==> config.mk <==
export PLATFORM = sky130hd
export DESIGN_NAME = cond_logic
export DESIGN_NICKNAME = d
export VERILOG_FILES = /design/src/rtl/cpu_pkg.sv /design/src/rtl/cond_check.sv /design/src/rtl/cond_logic.sv
export SDC_FILE = /design/constraint.sdc
export NUM_CORES = 1
export LEC_CHECK = 0
export CAP_MARGIN = 30
export CORE_MARGIN = 2
export CORE_UTILIZATION = 25
export DETAILED_ROUTE_END_ITERATION = 6
export GPL_TIMING_DRIVEN = 0
export PLACE_DENSITY_LB_ADDON = 0.1
export SLEW_MARGIN = 20
export SYNTH_ARGS = -nofsm -noshare
export SYNTH_HDL_FRONTEND = slang
export SYNTH_SLANG_ARGS = --single-unit
==> constraint.sdc <==
create_clock -name clk -period 1.35 [get_ports clk]
set_input_delay 0.27 -clock clk [delete_from_list [all_inputs] [get_ports clk]]
set_output_delay 0.27 -clock clk [all_outputs]
set_load 0.05 [all_outputs]
==> src/rtl/cpu_pkg.sv <==
// Shared CPU definitions used by the ALU, the decoder and the conditional-execution unit.
// Covers the condition-code enumeration, the flag bit positions and the FlagW bit positions.
package cpu_pkg;

  typedef enum logic [3:0] {
    COND_EQ = 4'b0000,
    COND_NE = 4'b0001,
    COND_CS = 4'b0010,
    COND_CC = 4'b0011,
    COND_MI = 4'b0100,
    COND_PL = 4'b0101,
    COND_VS = 4'b0110,
    COND_VC = 4'b0111,
    COND_HI = 4'b1000,
    COND_LS = 4'b1001,
    COND_GE = 4'b1010,
    COND_LT = 4'b1011,
    COND_GT = 4'b1100,
    COND_LE = 4'b1101,
    COND_AL = 4'b1110,
    COND_NV = 4'b1111
  } cond_t;

  localparam int FLAG_N = 3;
  localparam int FLAG_Z = 2;
  localparam int FLAG_C = 1;
  localparam int FLAG_V = 0;

  localparam int FW_NZ = 1;
  localparam int FW_CV = 0;

endpackage

==> src/rtl/cond_check.sv <==
// Combinational condition-code evaluator: decides whether Cond passes against a flag vector.
// It is kept free of state so that a branch predictor can share it.
module cond_check
  import cpu_pkg::*;
(
  input  logic [3:0] Cond,
  input  logic [3:0] Flags,
  output logic       Pass
);

  logic n, z, c, v;

  assign n = Flags[FLAG_N];
  assign z = Flags[FLAG_Z];
  assign c = Flags[FLAG_C];
  assign v = Flags[FLAG_V];

  always_comb begin
    Pass = 1'b0;
    case (cond_t'(Cond))
      COND_EQ: Pass = z;
      COND_NE: Pass = ~z;
      COND_CS: Pass = c;
      COND_CC: Pass = ~c;
      COND_MI: Pass = n;
      COND_PL: Pass = ~n;
      COND_VS: Pass = v;
      COND_VC: Pass = ~v;
      COND_HI: Pass = c & ~z;
      COND_LS: Pass = ~c | z;
      COND_GE: Pass = (n == v);
      COND_LT: Pass = (n != v);
      COND_GT: Pass = ~z & (n == v);
      COND_LE: Pass = z | (n != v);
      COND_AL: Pass = 1'b1;
      COND_NV: Pass = 1'b0;
    endcase
  end

endmodule

==> src/rtl/cond_logic.sv <==
// Conditional-execution unit: architectural flag register, per-instruction condition-pass bit,
// and gating of the controller's PC/register/memory write strobes.
module cond_logic
  import cpu_pkg::*;
(
  input  logic       clk,
  input  logic       reset,
  input  logic       InstrValid,
  input  logic [3:0] Cond,
  input  logic [3:0] ALUFlags,
  input  logic [1:0] FlagW,
  input  logic       PCS,
  input  logic       RegW,
  input  logic       MemW,
  input  logic       NoWrite,
  input  logic       Stall,
  output logic       PCSrc,
  output logic       RegWrite,
  output logic       MemWrite,
  output logic [3:0] Flags,
  output logic       CondEx
);

  logic [3:0] flags_r;
  logic       condex_r;
  logic       cond_pass;

  // Evaluated on the registered flags only; ALUFlags never bypass into the decision.
  cond_check u_cond_check (
    .Cond  (Cond),
    .Flags (flags_r),
    .Pass  (cond_pass)
  );

  // The flag write uses the old condex_r, so a decode in the same cycle cannot gate its own
  // predecessor's flag update.
  always_ff @(posedge clk) begin
    if (reset) begin
      flags_r  <= 4'b0000;
      condex_r <= 1'b0;
    end else if (!Stall) begin
      if (InstrValid) begin
        condex_r <= cond_pass;
      end
      if (FlagW[FW_NZ] && condex_r) begin
        flags_r[FLAG_N:FLAG_Z] <= ALUFlags[FLAG_N:FLAG_Z];
      end
      if (FlagW[FW_CV] && condex_r) begin
        flags_r[FLAG_C:FLAG_V] <= ALUFlags[FLAG_C:FLAG_V];
      end
    end
  end

  assign PCSrc    = PCS  & condex_r & ~Stall;
  assign RegWrite = RegW & condex_r & ~NoWrite & ~Stall;
  assign MemWrite = MemW & condex_r & ~Stall;
  assign Flags    = flags_r;
  assign CondEx   = condex_r;

endmodule

* Word-level counts from Yosys, hierarchy flattened
Index checks and enable logic that the tools add are counted.
** Word-level totals
- Register bits after elaboration :: 5
- Output and inout port bits :: 8
** Cells by class
- Equal/unequal tests :: 17
- Multiplexer cells :: 1
- Bitwise operators :: 17
- Reduce and logical (&&, ||, !) cells :: 6
** Operators with widths (count)
- $eq A4 B4 Y1 const B :: 8
- $eq A4 B3 Y1 const B :: 4
- $pmux W1 S16 :: 1
- $and A1 B1 Y1 :: 9
- $eq A4 B2 Y1 const B :: 2
- $not A1 Y1 :: 6
- $reduce_and A2 Y1 :: 3
- $eq A4 B1 Y1 const B :: 1
- $logic_not A4 Y1 :: 1
- $logic_and A1 B1 Y1 :: 2
- $or A1 B1 Y1 :: 2
- $eq A1 B1 Y1 :: 1
- $ne A1 B1 Y1 :: 1

* Logic depth before layout (Yosys ltp)
Gate-level depths: netlist of run 1.
- Depth in word-level cells :: 3
- Depth in mapped cells :: 5
- Depth with buffers taken out :: 4

* Modules after synthesis
Synthesis of run 1 repeated with hierarchy kept, for this count alone.
** Unflattened totals
- Cell total of the unflattened synthesis :: 44
- Area total of the unflattened synthesis :: 372.9 um^2
** By module, submodules not included
- cond_logic :: times used 1, cells each 21, area each 217.7 um^2, seq. area each 100.1 um^2
- cond_check :: times used 1, cells each 23, area each 155.1 um^2, seq. area each 0.0 um^2

* Worst setup path before layout of run 1
No wires, ideal clock.
- Path kind :: register -> output
- Start :: reg condex_r, in the netlist CondEx
- End :: out RegWrite
- Data arrival time :: 1547 ps
- Slack :: -467 ps
- Stages on the path, launching flop included :: 4
- Path buffers :: 1
- Path through :: dfxtp_1 > nor2b_1 > clkbuf_1 > and3b_1
** On the way
- Longest elaborated chain between the ends :: 3
** Ends and longest elaborated chain
- start, declared :: line cond_logic.sv:25 : logic condex_r;
- start signal, assigned :: line cond_logic.sv:43 : condex_r <= cond_pass;
- $and A1 B1 Y1 (3 in series) :: line cond_logic.sv:55 : assign RegWrite = RegW & condex_r & ~NoWrite & ~Stall;
- end, declared :: line cond_logic.sv:18 : output logic RegWrite,
No other way between the ends.

* Worst setup path in the final report of run 1
- Start :: reg flags_r[0], in the netlist Flags[0]
- End :: reg condex_r, in the netlist CondEx
** On the way
- Longest elaborated chain between the ends :: 3
** Ends and longest elaborated chain
- start, declared :: line cond_logic.sv:24 : logic [3:0] flags_r;
- start signal, assigned by index :: line cond_logic.sv:46 : flags_r[FLAG_N:FLAG_Z] <= ALUFlags[FLAG_N:FLAG_Z];
- start signal, assigned by index :: line cond_logic.sv:49 : flags_r[FLAG_C:FLAG_V] <= ALUFlags[FLAG_C:FLAG_V];
- $ne A1 B1 Y1 / $eq A1 B1 Y1 (equally long branches)
- $or A1 B1 Y1 / $and A1 B1 Y1 (equally long branches) :: line cond_check.sv:34, cond_check.sv:33
- $pmux W1 S16 (*) :: line cond_check.sv:20 : case (cond_t'(Cond))
Mark *: on every way between the ends. The rest lies on a longest branch, timed or not.
A chain may end at the register's enable or synchronous reset.

==> results of run 1 <==
[through the flow]
step                      std cells  total power [W]  worst slack (ps)  setup TNS (ps)
after floorplan                  44         0.000205             -77.6           -90.1
after global placement           84         0.000278              -905           -3550
after detailed placement         84         0.000278              -900           -3540
after CTS                        91         0.000452              -101            -352
after global routing             91         0.000489              -114            -246
final                            91         0.000452             -53.3           -85.4
[what timing repair did]
item	CTS	global route
gates resized for setup	41	8
buffers inserted	3	1
hold buffers	0	0
pin swaps	1	3
endpoints found under the setup margin	9	5
[sequential cells by signal, summed over array words and instances, names as in the netlist]
register / flops
CondEx: 1
Flags: 4
[power breakdown]
part | internal, W | switching, W
logic | 0.0000791 | 0.0000560
registers | 0.000145 | 0.00000333
clock network | 0.000112 | 0.0000573
[routing by layer]
| layer | vias to the layer above | GRT usage [%] |
|---|---|---|
| met5 | - | 0 |
| met4 | 0 | 5.63 |
| met3 | 0 | 3.45 |
| met2 | 14 | 19.7 |
| met1 | 200 | 12.7 |
| li1 | 228 | - |
[area by class of cell]
type	count	area share [%]
Inverter	2	1.03
Multi-Input combinational cell	36	36.3
Clock buffer	4	3.60
Sequential cell	5	16.3
Timing Repair Buffer	29	40.2
Tap cell	15	2.57
[worst register-to-register path: stages (launching register included)]
cell	delay (ps)
dfxtp_4	340
mux4_2	480
xnor2_1	140
a311o_1	270
a21oi_2	100
[cell usage in the layout, fill, tap and decap left out, types with 3 or more instances in the layout]
cell / count
clkdlybuf4s50_1: 14
nand2_1: 6
dfxtp_4: 5
a21oi_1: 5
clkdlybuf4s15_2: 5
nand3_1: 4
buf_4: 4
clkbuf_4: 3
buf_8: 3
[path summary, 6_finish.rpt]
kind	to	slack, ps	cells after the start
hold / removal	Flags[1]	490	2
setup reg to reg	CondEx	-50	4
hold reg to reg	Flags[1]	490	2
setup / recovery	CondEx	-50	4
[kinds of logic after synthesis]
family                    Yosys count  share of synthesized area [%]
AOI/OAI and AO/OA                  10                           18.6
and+or+nand+nor                    22                           36.5
DFF                                 5                           27.6
buffers and inverters               3                           3.10
xor gates and xnor gates            2                           4.83
muxes                               2                           9.31
==> impl_metrics.py, run 1 <==
metrics = {
    "sta": {
        "drv_slew": 0,
        "rsz0062_at_grt": "true",
        "max_freq_mhz": 713,
        "setup_viol": 2,
        "hold_ws_ps": 491,
        "fin_ws_ps": -53.3,
        "worst_slew_pin_slew_ps": 342,
        "period_needed_ps": 1400,
        "slew_headroom_pct": 76.9,
        "timing.final.crit_share_pct": 104,
        "clock_skew_ps": 6.06,
        "hold_violations": 0,
    },
    "pwr": {
        "pwr_density_cell_nw_per_um2": 618,
        "p_leak_nw": 0.268,
        "ir_worst_vdd_v": 0.000471,
    },
    "logic_synthesis": {
        "ys_types": 23,
        "yosysTopAreaCell": "dfxtp_1",
        "synth_warnings": 0,
        "synthCells": 44,
        "syn_area_per_cell_sq_um": 8.25,
        "ys_async_sr_fraction_pct": 0,
        "synth_top_area_share_pct": 27.6,
        "yosysMostFrequentCell": "nand2_1",
        "syn_area_sq_um": 363,
        "syn_nets": 62,
        "synth_ff_type": "dfxtp_1",
        "yosys-top-cells-count": "nand2_1 (6), a21oi_1 (5), dfxtp_1 (5)",
        "synthTopCellsByArea": "dfxtp_1 (28%), a21oi_1 (6.9%), mux4_2 (6.2%)",
        "synth-edff-count": 0,
        "synth_seq_cells": 5,
        "yosysSeqAreaShare_pct": 27.6,
    },
    "clock_tree": {
        "clock_path_buffers": 2,
        "h-tree-depth": 1,
        "path_clk_slew_ps": 50,
        "cts_buffers": 3,
        "worstSkewPairLatency_ps": 240,
        "cts_root_buf": "clkbuf_4",
        "cts_sinks": 5,
        "cts_tree": "yes",
    },
    "floorplan": {
        "rows": 13,
        "ios": 26,
        "initial_utilization_pct": 27.2,
        "die_h_microns": 42.1,
        "die_w_microns": 42.1,
        "die_area_sq_um": 1770,
        "core-area_sq_um": 1330,
    },
    "grt": {
        "gr-total-overflow": 0,
        "antenna_found_initial": 0,
        "grt_use_total_pct": 11.4,
        "grt_pass1_wl_mm": 1.57,
        "grt_pass1_vias": 407,
        "grt_max_degree": 7,
    },
    "final_layout": {
        "seqCellArea_sq_um": 119,
        "multi_input_area_sq_um": 265,
        "design_area_sq_um": 731,
        "nets": 95,
        "area_growth_pct": 101,
        "drive_gt1_share_pct": 40.8,
        "antenna_cells": 0,
        "fill_cells": 140,
        "post-route-util_pct": 54.8,
    },
    "routing": {
        "wirelength_microns": 976,
        "drt_iter0_markers": 6,
        "wl_per_cell_microns": 10.7,
        "ant_nets": 0,
        "route.met2.wl_microns": 487,
        "via_count": 442,
        "drt-met1-wl_microns": 422,
        "met3_wirelength_microns": 66,
        "dr.max_layer_used": "met3",
        "drt_first_pass_iters": 2,
        "drc": 0,
        "routed_via_density": 4.86,
    },
    "worst_hold_path": {
        "hold_class": "flip-flop to flip-flop",
        "worstHoldStart": "Flags[1]",
    },
    "place": {
        "io_buffers": 25,
        "dp_hpwl_microns": 727,
        "gp_congestion": 0.649,
        "placed_cell_area_sq_um": 656,
    },
    "setup_path": {
        "startpoint_type": "flip-flop",
        "crit_family": "multiplexers",
        "cp_max_fo": 4,
        "regToRegStartpoint": "Flags[0]",
        "critical_path_required_ps": 1510,
        "end_kind": "flip-flop",
        "crit_arrival_ps": 1570,
        "cpPeakStageDelay_ps": 480,
        "critPathBufInv": 0,
        "crit_type": "flip-flop to flip-flop",
        "cp-startpoint": "Flags[0]",
        "critPathSlowestCell": "mux4_2",
        "crit_chain": "mux4_2 > xnor2_1 > a311o_1 > a21oi_2",
    },
    "run": {
        "cap_violations": 0,
    },
    "outcome": {
        "outcome": "finished with violations",
        "violations": "setup timing",
    },
}
(Power assumes the default switching activity.)
==> run 2: changes to the inputs <==
ABC_AREA = 1   (was default)
==> run 2 against run 1 <==
The flow now finishes without violations. Cell area rose by 1.5%. First-iteration DRC count fell by 17%. Die area rose by 12%. Cell count rose by 31%. Combinational power rose by 33%. Fmax rose by 4.9%. Power rose by 13%. Global-route usage fell by 0.42 points. Area after synthesis rose by 13%. Clock skew fell by 1.7 ps. Largest cell class is now multi-input gates.
==> impl_metrics.py, run 2 <==
metrics = {
    "clock_tree": {
        "worstSkewPairLatency_ps": 240,
        "path_clk_slew_ps": 50,
        "hold_buffers": 0,
        "h-tree-depth": 1,
        "cts_sinks": 5,
        "cts_tree": "yes",
        "cts_buffers": 3,
        "clock_path_buffers": 2,
        "cts_root_buf": "clkbuf_4",
    },
    "place": {
        "dp_hpwl_microns": 889,
        "dp.cells": 113,
        "placed_cell_area_sq_um": 691,
        "gp_congestion": 0.807,
        "io_buffers": 24,
        "preCtsSetupSlack_ps": -905,
    },
    "routing": {
        "ant_nets": 0,
        "drc": 0,
        "drt_first_pass_iters": 3,
        "wl_per_cell_microns": 9.00,
        "via_count": 529,
        "drt_iter0_markers": 5,
        "wirelength_mm": 1.07,
        "routed_via_density": 4.45,
    },
    "sta": {
        "fin_ws_ps": 12.4,
        "rsz0062_at_grt": "true",
        "period_needed_ps": 1340,
        "clock_skew_ps": 4.39,
        "slew_headroom_pct": 81.4,
        "drv_slew": 0,
        "hold_violations": 0,
        "timing.final.crit_share_pct": 99.1,
        "setup_viol": 0,
        "max_freq_mhz": 748,
        "worst_slew_pin_slew_ps": 280,
    },
    "pwr": {
        "p_sw_w": 0.000159,
        "total_power_w": 0.000509,
        "pwr_density_cell_nw_per_um2": 686,
        "swShare_pct": 31.3,
        "ir_worst_vdd_v": 0.000603,
        "p_leak_nw": 0.356,
        "pwr-share-comb_pct": 35.3,
        "p_clk_share_pct": 33.2,
        "internal_power_w": 0.000350,
        "seqPwrFrac_pct": 31.5,
    },
    "logic_synthesis": {
        "yosysMostFrequentCell": "nand2_1",
        "yosysTopAreaCell": "dfxtp_1",
        "ys_types": 14,
        "syn_area_sq_um": 412,
        "synth_seq_cells": 5,
        "yosys-top-cells-count": "nand2_1 (25), inv_1 (10), nor2_1 (7)",
        "ys_async_sr_fraction_pct": 0,
        "synth_top_area_share_pct": 24.3,
        "synth-edff-count": 0,
        "syn_nets": 91,
        "synth_warnings": 0,
        "synth_ff_type": "dfxtp_1",
        "yosysSeqAreaShare_pct": 24.3,
        "synthCells": 73,
        "syn_area_per_cell_sq_um": 5.64,
        "synthTopCellsByArea": "dfxtp_1 (24%), nand2_1 (23%), inv_1 (9.1%)",
    },
    "setup_path": {
        "r2r_setup_slack_ps": 240,
        "cp-startpoint": "RegW",
        "cp-endpoint": "RegWrite",
        "r2r-end": "CondEx",
        "cp_max_fo": 1,
        "startpoint_type": "input pin",
        "crit_arrival_ps": 1070,
        "end_kind": "primary output",
        "regToRegStartpoint": "Flags[0]",
        "critical_path_required_ps": 1080,
        "crit_type": "input pin to primary output",
        "worst-r2r-cell-count": 10,
    },
    "floorplan": {
        "initial_utilization_pct": 27.0,
        "core-area_sq_um": 1520,
        "rows": 14,
        "die_w_microns": 44.6,
        "ios": 26,
        "die_h_microns": 44.6,
        "die_area_sq_um": 1990,
    },
    "run": {
        "cap_violations": 0,
    },
    "final_layout": {
        "design_area_sq_um": 742,
        "final_common_cell": "nand2_1",
        "antenna_cells": 0,
        "largest_reg_flops": 4,
        "nets": 122,
        "area_growth_pct": 80.2,
        "post-route-util_pct": 48.7,
        "drive_gt1_share_pct": 33.0,
        "fin_cells": 119,
        "layout_common_cells": "nand2_1 (23), clkdlybuf4s50_1 (13), inv_1 (9)",
    },
    "grt": {
        "grt_use_total_pct": 11.0,
        "gr-total-overflow": 0,
        "grt_pass1_vias": 413,
        "antenna_found_initial": 0,
        "grt_pass1_wl_mm": 1.65,
        "grt_max_degree": 10,
    },
    "worst_hold_path": {
        "hold_class": "flip-flop to flip-flop",
    },
    "outcome": {
        "outcome": "finished clean",
    },
}
-- run 2: cell count changes after synthesis, moves of 3 or more --
cell,previous run,this run
inv_1,2,10
nand2_1,6,25
nor2_1,1,7
nand2_2,0,3
o21ai_0,1,5
-- run 2: layout make-up --
cell class              count  area (sq um)
fillers                   168           782
multi-input cells          56           284
repair buffers             26           250
flip-flops and latches      5           109
inverters                  11          41.3
clock buffers               4          26.3
well taps                  16          20.0
plain buffers               1          11.3
-- run 2: repair_timing --
item | CTS | global route
setup buffers | 1 | 1
pin swaps | 1 | 5
gates resized for setup | 34 | 11
setup endpoints to repair | 8 | 6
-- run 2: worst max-delay path, cell delays in order --
cell and delay, ps:
clkdlybuf4s50_1 470, nand2_2 60, nor2_4 110, buf_8 150
-- run 2: worst min path at each step --
stage                     startpoint  endpoint  cells after the start
after floorplan                Stall    CondEx                      2
after global placement      Flags[3]  Flags[3]                      2
after detailed placement    Flags[3]  Flags[3]                      2
after CTS                   Flags[3]  Flags[3]                      2
after global routing        Flags[3]  Flags[3]                      2
final                       Flags[3]  Flags[3]                      2
-- run 2: metrics by stage --
| step | hold slack [ps] | TNS, ps |
|---|---|---|
| 5_1_grt | 534 | -36.2 |
| 6_report | 505 | 0 |
| 2_1_floorplan | 452 | 0 |
| 3_3_place_gp | 494 | -2910 |
| 3_5_place_dp | 501 | -3020 |
| 4_1_cts | 509 | -17.4 |
-- run 2: routing by layer --
layer	wire length [microns]	global-route usage, %
met3	55	2.45
met2	526	16.8
met1	489	15.2
met5	0	0
met4	0	3.64
-- run 2: power by group through the flow --
stage / Clock, W / Sequential [W] / Combinational [W]
finish: 0.000169 / 0.000160 / 0.000180
floorplan: 0 / 0.000184 / 0.0000756
detailed placement: 0 / 0.000164 / 0.000174
CTS: 0.000178 / 0.000161 / 0.000175
global placement: 0 / 0.000164 / 0.000173
global route: 0.000190 / 0.000161 / 0.000197
-- run 2: cell families (layout without fill, tap and decap cells) --
kind of cell	Yosys count	in the layout	share of synthesized area (%)
AOI/OAI and AO/OA	13	13	17.6
buffers and inverters	12	42	12.8
DFF	5	5	24.3
and+or+nand+nor	43	43	45.3
